==> config.mk <==
export PLATFORM = sky130hd
export DESIGN_NAME = uart_rx
export DESIGN_NICKNAME = d
export VERILOG_FILES = /design/src/rtl/uart_rx.sv
export SDC_FILE = /design/constraint.sdc
export NUM_CORES = 1
export LEC_CHECK = 0
export BUFFER_PORTS_ARGS = -buffer_cell sky130_fd_sc_hd__buf_2
export CAP_MARGIN = 10
export CELL_PAD_IN_SITES_DETAIL_PLACEMENT = 1
export CELL_PAD_IN_SITES_GLOBAL_PLACEMENT = 2
export CORE_UTILIZATION = 33
export DETAILED_ROUTE_END_ITERATION = 8
export GPL_TIMING_DRIVEN = 0
export PLACE_DENSITY = 0.83
export SYNTH_ARGS = -nofsm -noshare
export SYNTH_HDL_FRONTEND = slang
export SYNTH_SLANG_ARGS = --single-unit
==> constraint.sdc <==
create_clock -name CLK -period 2.1 [get_ports CLK]
set_input_delay 0.105 -clock CLK [delete_from_list [all_inputs] [get_ports CLK]]
set_output_delay 0.105 -clock CLK [all_outputs]
set_load 0.01 [all_outputs]
==> src/rtl/uart_rx.sv <==
// 8N1 UART receiver: two-flop synchronizer, mid-bit sampling FSM, single-byte
// holding register with VALID/RD handshake plus framing-error and overrun pulses.
module uart_rx #(
    parameter int BIT_CLKS = 868
) (
    input  logic       CLK,
    input  logic       RST,
    input  logic       RXD,
    input  logic       RD,
    output logic [7:0] DATA,
    output logic       VALID,
    output logic       BUSY,
    output logic       FRAME_ERR,
    output logic       OVERRUN
);

    localparam int TW = (BIT_CLKS > 1) ? $clog2(BIT_CLKS) : 1;
    localparam logic [TW-1:0] FULL = TW'(BIT_CLKS - 1);
    localparam logic [TW-1:0] HALF = TW'(BIT_CLKS / 2 - 1);

    typedef enum logic [2:0] {
        ST_IDLE,
        ST_START,
        ST_DATA,
        ST_STOP,
        ST_WAIT_IDLE
    } state_t;

    state_t          state;
    logic            rxd_meta;
    logic            rxd_sync;
    logic            rxd_prev;
    logic [1:0]      warm;
    logic [TW-1:0]   timer;
    logic [2:0]      bit_idx;
    logic [7:0]      shreg;

    always_ff @(posedge CLK) begin
        if (RST) begin
            rxd_meta  <= 1'b1;
            rxd_sync  <= 1'b1;
            rxd_prev  <= 1'b0;
            warm      <= 2'b00;
            state     <= ST_IDLE;
            timer     <= '0;
            bit_idx   <= '0;
            shreg     <= '0;
            DATA      <= '0;
            VALID     <= 1'b0;
            BUSY      <= 1'b0;
            FRAME_ERR <= 1'b0;
            OVERRUN   <= 1'b0;
        end else begin
            rxd_meta <= RXD;
            rxd_sync <= rxd_meta;
            // The synchronizer's reset value is not a real observation of the line,
            // so the edge detector only counts the line as high once real samples arrive.
            warm     <= {warm[0], 1'b1};
            rxd_prev <= warm[1] & rxd_sync;

            FRAME_ERR <= 1'b0;
            OVERRUN   <= 1'b0;
            if (RD) begin
                VALID <= 1'b0;
            end

            case (state)
                ST_IDLE: begin
                    if (rxd_prev && !rxd_sync) begin
                        timer <= HALF;
                        state <= ST_START;
                        BUSY  <= 1'b1;
                    end
                end
                ST_START: begin
                    if (timer == '0) begin
                        if (!rxd_sync) begin
                            timer   <= FULL;
                            bit_idx <= '0;
                            state   <= ST_DATA;
                        end else begin
                            state <= ST_IDLE;
                            BUSY  <= 1'b0;
                        end
                    end else begin
                        timer <= timer - TW'(1);
                    end
                end
                ST_DATA: begin
                    if (timer == '0) begin
                        shreg[bit_idx] <= rxd_sync;
                        timer          <= FULL;
                        if (bit_idx == 3'd7) begin
                            bit_idx <= '0;
                            state   <= ST_STOP;
                        end else begin
                            bit_idx <= bit_idx + 3'd1;
                        end
                    end else begin
                        timer <= timer - TW'(1);
                    end
                end
                ST_STOP: begin
                    if (timer == '0) begin
                        if (rxd_sync) begin
                            // A read in this same cycle is overridden: the new byte wins.
                            DATA    <= shreg;
                            VALID   <= 1'b1;
                            OVERRUN <= VALID & ~RD;
                            state   <= ST_IDLE;
                            BUSY    <= 1'b0;
                        end else begin
                            FRAME_ERR <= 1'b1;
                            state     <= ST_WAIT_IDLE;
                        end
                    end else begin
                        timer <= timer - TW'(1);
                    end
                end
                ST_WAIT_IDLE: begin
                    if (rxd_sync) begin
                        state <= ST_IDLE;
                        BUSY  <= 1'b0;
                    end
                end
                default: begin
                    state <= ST_IDLE;
                    BUSY  <= 1'b0;
                end
            endcase
        end
    end

endmodule

# --- Word level (Yosys, flattened, before mapping) ---
# Index checks and enable logic that the tools add are counted.
op_classes:
  add_sub_neg: 2
  n_lt_le_gt_ge: 2
  eq_ne: 15
  n_mux: 33
  bitwise: 7
  n_reduce_logical: 16
op_table:
  columns: ["cell", "n"]
  rows:
  - ["$mux 10", 5]
  - ["$pmux 10 s4", 1]
  - ["$mux 3", 11]
  - ["$ne 2x2->1 const B", 8]
  - ["$pmux 3 s5", 1]
  - ["$logic_not 10->1", 1]
  - ["$mux 1", 10]
  - ["$sub 10x1->10 const B", 1]
  - ["$bwmux 8", 1]
  - ["$reduce_and 4->1", 2]
  - ["$eq 3x2->1 const B", 2]
  - ["$eq 3x3->1 const B", 2]
  - ["$pmux 3 s2", 1]
  - ["$reduce_and 3->1", 2]
  - ["$reduce_and 6->1", 1]
  - ["$not 1->1", 5]
  - ["$lt 3x4->1 const B", 1]
  - ["$pmux 1 s4", 1]
  - ["$reduce_bool 4->1", 1]
  - ["$reduce_or 4->1", 1]
  - ["$add 3x1->3 const B", 1]
  - ["$demux 1 s3", 1]
  - ["$eq 3x1->1 const B", 1]
  - ["$ge 3x1->1 const B", 1]
  - ["other kinds (11)", 13]
totals:
  register_bits: 41
  in_bits: 4
  output_inout_bits: 12
  word_cells: 89

# --- Longest topological paths before layout ---
depth:
  word_depth: 5
  ltp_mapped: 8

# --- Least setup slack after synthesis ---
# OpenSTA, ideal clock, no wires.
synth_timing:
  path_kind: "flip-flop to flip-flop"
  start: "register timer[0]"
  end: "register shreg[2]"
  arrival_time_ns: 1.986
  t_required_ns: 1.972
  path_slack_ns: -0.013
  path_stages_with_launch: 8
  path_buffers: 0
  synth_period_minus_slack_ns: 2.113
  cell_sequence: "dfxtp_1 inv_1 ha_1 or4b_4 nor4b_4 and4bb_1 mux2i_1 nor2_1"
synth_between:
  elab_chain_cells: 2
synth_rtl:
  columns: ["item", "line_no", "source"]
  rows:
  - ["start, declared", "34", "logic [TW-1:0] timer;"]
  - ["start signal, assigned", "86", "timer <= timer - TW'(1);"]
  - ["start signal, assigned", "100", "timer <= timer - TW'(1);"]
  - ["start signal, assigned", "117", "timer <= timer - TW'(1);"]
  - ["$logic_not 10->1", "90", "if (timer == '0) begin"]
  - ["$reduce_and 2->1 (no line)", null, null]
  - ["end signal, assigned by index", "91", "shreg[bit_idx] <= rxd_sync;"]
  - ["end, declared", "36", "logic [7:0] shreg;"]
# Every way passes these cells.
# A chain may end at the register's enable or synchronous reset.

# --- Worst setup path in the final report ---
layout_timing:
  start: "register timer[1]"
  end: "register shreg[2]"
# The elaborated chain is that of the path after synthesis.

==> results_tabular.tex <==
\begin{tabular}{lr}
\hline
Metric & Value \\
\hline
\multicolumn{2}{l}{\textbf{GRT}} \\
Antenna violations before repair & 0 \\
Grt total ovfl & 0 \\
Fraction of met3 tracks used by global routing & 0.03448 \\
Global-route usage over all layers & 0.1805 \\
Met1 routing resource usage after global routing & 0.2320 \\
Met2 GRT Util & 0.2930 \\
Number of global-route vias before repair & approximately 1700 \\
Wire length of the first global-routing pass & between 8000 and 9000 um \\
Largest net degree at the start of global routing & 15 \\
Layer with the highest usage after global routing & met2 \\
\multicolumn{2}{l}{\textbf{Timing}} \\
Total count of hold-check failures in the final report & 0 \\
Fin Clk Skew & 0.004316 ns \\
Worst relative slew slack & 0.5658 \\
Final Hold Slack & $\sim$0.13 ns \\
Unrepaired setup endpoints after global routing & true \\
Final clock period utilization by the worst path & 1.002 \\
Tmin final & 2.104 ns \\
Number of endpoints failing setup at the final stage & 2 \\
Highest clock rate & roughly 480 MHz \\
Max-slew violation count & 0 \\
Actual transition at the worst max-transition pin & 0.6499 ns \\
Fin worst setup slack & -0.003563 ns \\
\multicolumn{2}{l}{\textbf{Final layout}} \\
Most common cell after layout, fill and taps aside & dfxtp\_1 \\
Commonest non-fill, non-tap cells in the layout & dfxtp\_1, nor2\_1, buf\_2, a21oi\_1, mux2i\_1 \\
Count of filler cells inserted in the layout & $\sim$670 \\
Post-layout nets & between 200 and 300 \\
Area growth, synth to finish & 24.03\% \\
Share of the core filled with cells & 0.4321 \\
Share of post-route cells with drive strength above 1 & 0.2760 \\
\# diodes & 0 \\
\multicolumn{2}{l}{\textbf{Clock network}} \\
TritonCTS clock tree & done \\
Clock network latency to the later pin of the worst-skew pair & $\sim$0.30 ns \\
Buffer type at the clock tree root & clkbuf\_8 \\
CTS clock-pin slew for the worst setup and hold paths & around 0.09 ns \\
Maximum level of the CTS H-tree & 2 \\
TritonCTS sink count & between 40 and 50 \\
Maximum buffer depth of the clock tree & 2 \\
CTS buffer count & 5 \\
\multicolumn{2}{l}{\textbf{Detailed routing}} \\
First drt pass iteration count & 4 \\
Via count of the routed design & approximately 1700 \\
Number of DRC markers after the initial detailed-route iteration & 46 \\
Wirelength per Cell & approximately 16 um \\
DRC violation count after routing & 0 \\
Remaining antenna violation count after routing & 0 \\
Number of vias per cell & 5.342 \\
Final Routed Wirelength & 5175 um \\
\multicolumn{2}{l}{\textbf{Power}} \\
Leakage power & 0.0009985 uW \\
Worst vdd ir & around 370 uV \\
Pwr/cell area & around 600 nW/um2 \\
\multicolumn{2}{l}{\textbf{Outcome}} \\
Failing checks & setup timing \\
Status & finished, violations left \\
\multicolumn{2}{l}{\textbf{Placement}} \\
Worst slack after detailed placement & -0.2396 ns \\
DPL Wire Length & approximately 3300 um \\
Port Buffer Count & 14 \\
Final weighted congestion in routability-driven placement & 0.7697 \\
\multicolumn{2}{l}{\textbf{Yosys}} \\
Synth Flop Type & dfxtp\_1 \\
Flip-flop and latch count after synthesis & 41 \\
Share of async-settable or async-resettable flops after synthesis & 0 \\
Synthesized netlist cell count & between 200 and 250 \\
Proportion of netlist area held by the largest area contributor & 0.4227 \\
Number of unique standard cell types used by synthesis & a little over 50 \\
Cell type with the highest aggregate area in the netlist & dfxtp\_1 \\
Nets in the synthesized netlist & about 220 \\
Part of the Yosys area used for sequential elements & 0.4227 \\
Synth warn & 0 \\
Average instance area after synthesis & 9.117 um2 \\
Number of synthesized flops with an enable pin & 0 \\
Synth Cell Area & about 2000 um2 \\
Cell types with the largest area share after synthesis & dfxtp\_1, mux2i\_1, nor2\_1 \\
\multicolumn{2}{l}{\textbf{Critical path}} \\
CP cell instances & inv\_2 > ha\_4 > or4b\_4 > nor4b\_4 > buf\_6 > and4bb\_1 > mux2i\_1 > nor2\_1 \\
Category of the critical setup timing path & register to register \\
CP endpoint kind & register \\
Critical path fanouts, max & 5 \\
Crit-path slowest cell & or4b\_4 \\
Startpoint type of the worst setup path & register \\
Data required time of the critical path & around 2.3 ns \\
CP peak stage delay & between 0.5 and 0.6 ns \\
Critical path data arrival time & between 2 and 2.5 ns \\
\multicolumn{2}{l}{\textbf{Floorplan}} \\
Full die area & roughly 6200 um2 \\
DIE HEIGHT & between 70 and 80 um \\
Width of the chip & 78.71 um \\
Row Count & 27 \\
Effective utilization at floorplan & 0.3484 \\
Boundary Pins & 16 \\
Core region area & around 5600 um2 \\
\multicolumn{2}{l}{\textbf{Flow run}} \\
Max capacitance violation total & 0 \\
\multicolumn{2}{l}{\textbf{Worst hold path}} \\
Hold crit path type & input pin to register \\
\hline
\end{tabular}
timing repair:
item	in CTS	in global routing
buffers inserted	8	6
pin swaps	5	6
gates cloned	1	1
hold buffers	1	0
resized for setup	15	11
setup endpoints to repair	31	30
endpoints found under the hold margin	1	0
per-layer routing:
layer / share of wire / vias up
li1: - / 844
met1: 0.48 / 838
met2: 0.48 / 29
met3: 0.026 / 9
met4: 0.017 / 0
met5: 0 / -
worst paths after layout:
kind | startpoint | endpoint | slack, ns | cells after the start
setup / recovery | timer[1]$_SDFFE_PP0P_ | shreg[2]$_SDFFE_PP0P_ | -0.004 | 8
hold / removal | RD | OVERRUN$_SDFF_PP0_ | 0.13 | 3
setup reg to reg | timer[1]$_SDFFE_PP0P_ | shreg[2]$_SDFFE_PP0P_ | -0.004 | 8
hold reg to reg | rxd_meta$_SDFF_PP1_ | rxd_sync$_SDFF_PP1_ | 0.41 | 1
state kept, by name, summed over array words and instances, names as in the netlist:
register / flops
timer: 10
DATA: 8
shreg: 8
bit_idx: 3
state: 3
warm: 2
BUSY: 1
FRAME_ERR: 1
OVERRUN: 1
VALID: 1
rxd_meta: 1
rxd_prev: 1
rxd_sync: 1
stage by stage:
step	std cells	TNS [ns]	total power [uW]	instance area, um2
after global placement	299	-3.480	909.0	2102
after floorplan	213	0	882.9	1942
final	322	-0.004106	1462	2409
after global routing	322	-0.9556	1528	2409
after CTS	317	-0.03525	1466	2337
after detailed placement	299	-4.350	910.6	2102
kinds of logic (layout without fill, tap and decap cells):
group / Yosys count / count (layout) / share of synthesized area
simple gates: 84 / 84 / 0.2506
mux: 16 / 16 / 0.08247
compound gates: 47 / 47 / 0.1656
fa+ha+maj: 4 / 4 / 0.02577
xor+xnor: 2 / 2 / 0.009022
flops: 41 / 41 / 0.4227
buf+inv: 19 / 56 / 0.04381
synth_stat cells, types with 3 or more instances:
library cell / count
nand2_1: 14
nand3_1: 5
a31oi_1: 3
nor3_1: 4
o21ai_0: 5
dfxtp_1: 41
or2_2: 3
nand2b_1: 3
nor4_1: 4
nand4b_1: 4
and3_1: 3
mux2i_1: 16
nor2b_1: 3
a21oi_1: 17
nor2_1: 25
o21a_1: 4
inv_1: 6
ha_1: 4
clkbuf_1: 9
power by group:
group          internal (uW)  switching (uW)
logic                   50.8            71.7
registers                786            10.3
clock network            236             306
cell type report:
type	instances	area, um2	share of cell area
sequential	41	825.8	0.3429
clock inverter	3	21.27	0.008831
timing repair buffer	31	205.2	0.08519
clock buffer	5	68.82	0.02857
tap	72	90.09	0.03740
inverter	6	22.52	0.009351
multi-input combinational	153	1119	0.4644
buffer	11	56.30	0.02338
critical path: cells and delay by family (launching register included):
kind | cells | cell delay (ns)
and+or+nand+nor | 4 | 1.09
DFF | 1 | 0.33
muxes | 1 | 0.19
adders and majority gates | 1 | 0.13
buffers and inverters | 2 | 0.24
No activity file was read; power rests on OpenSTA's default activity.
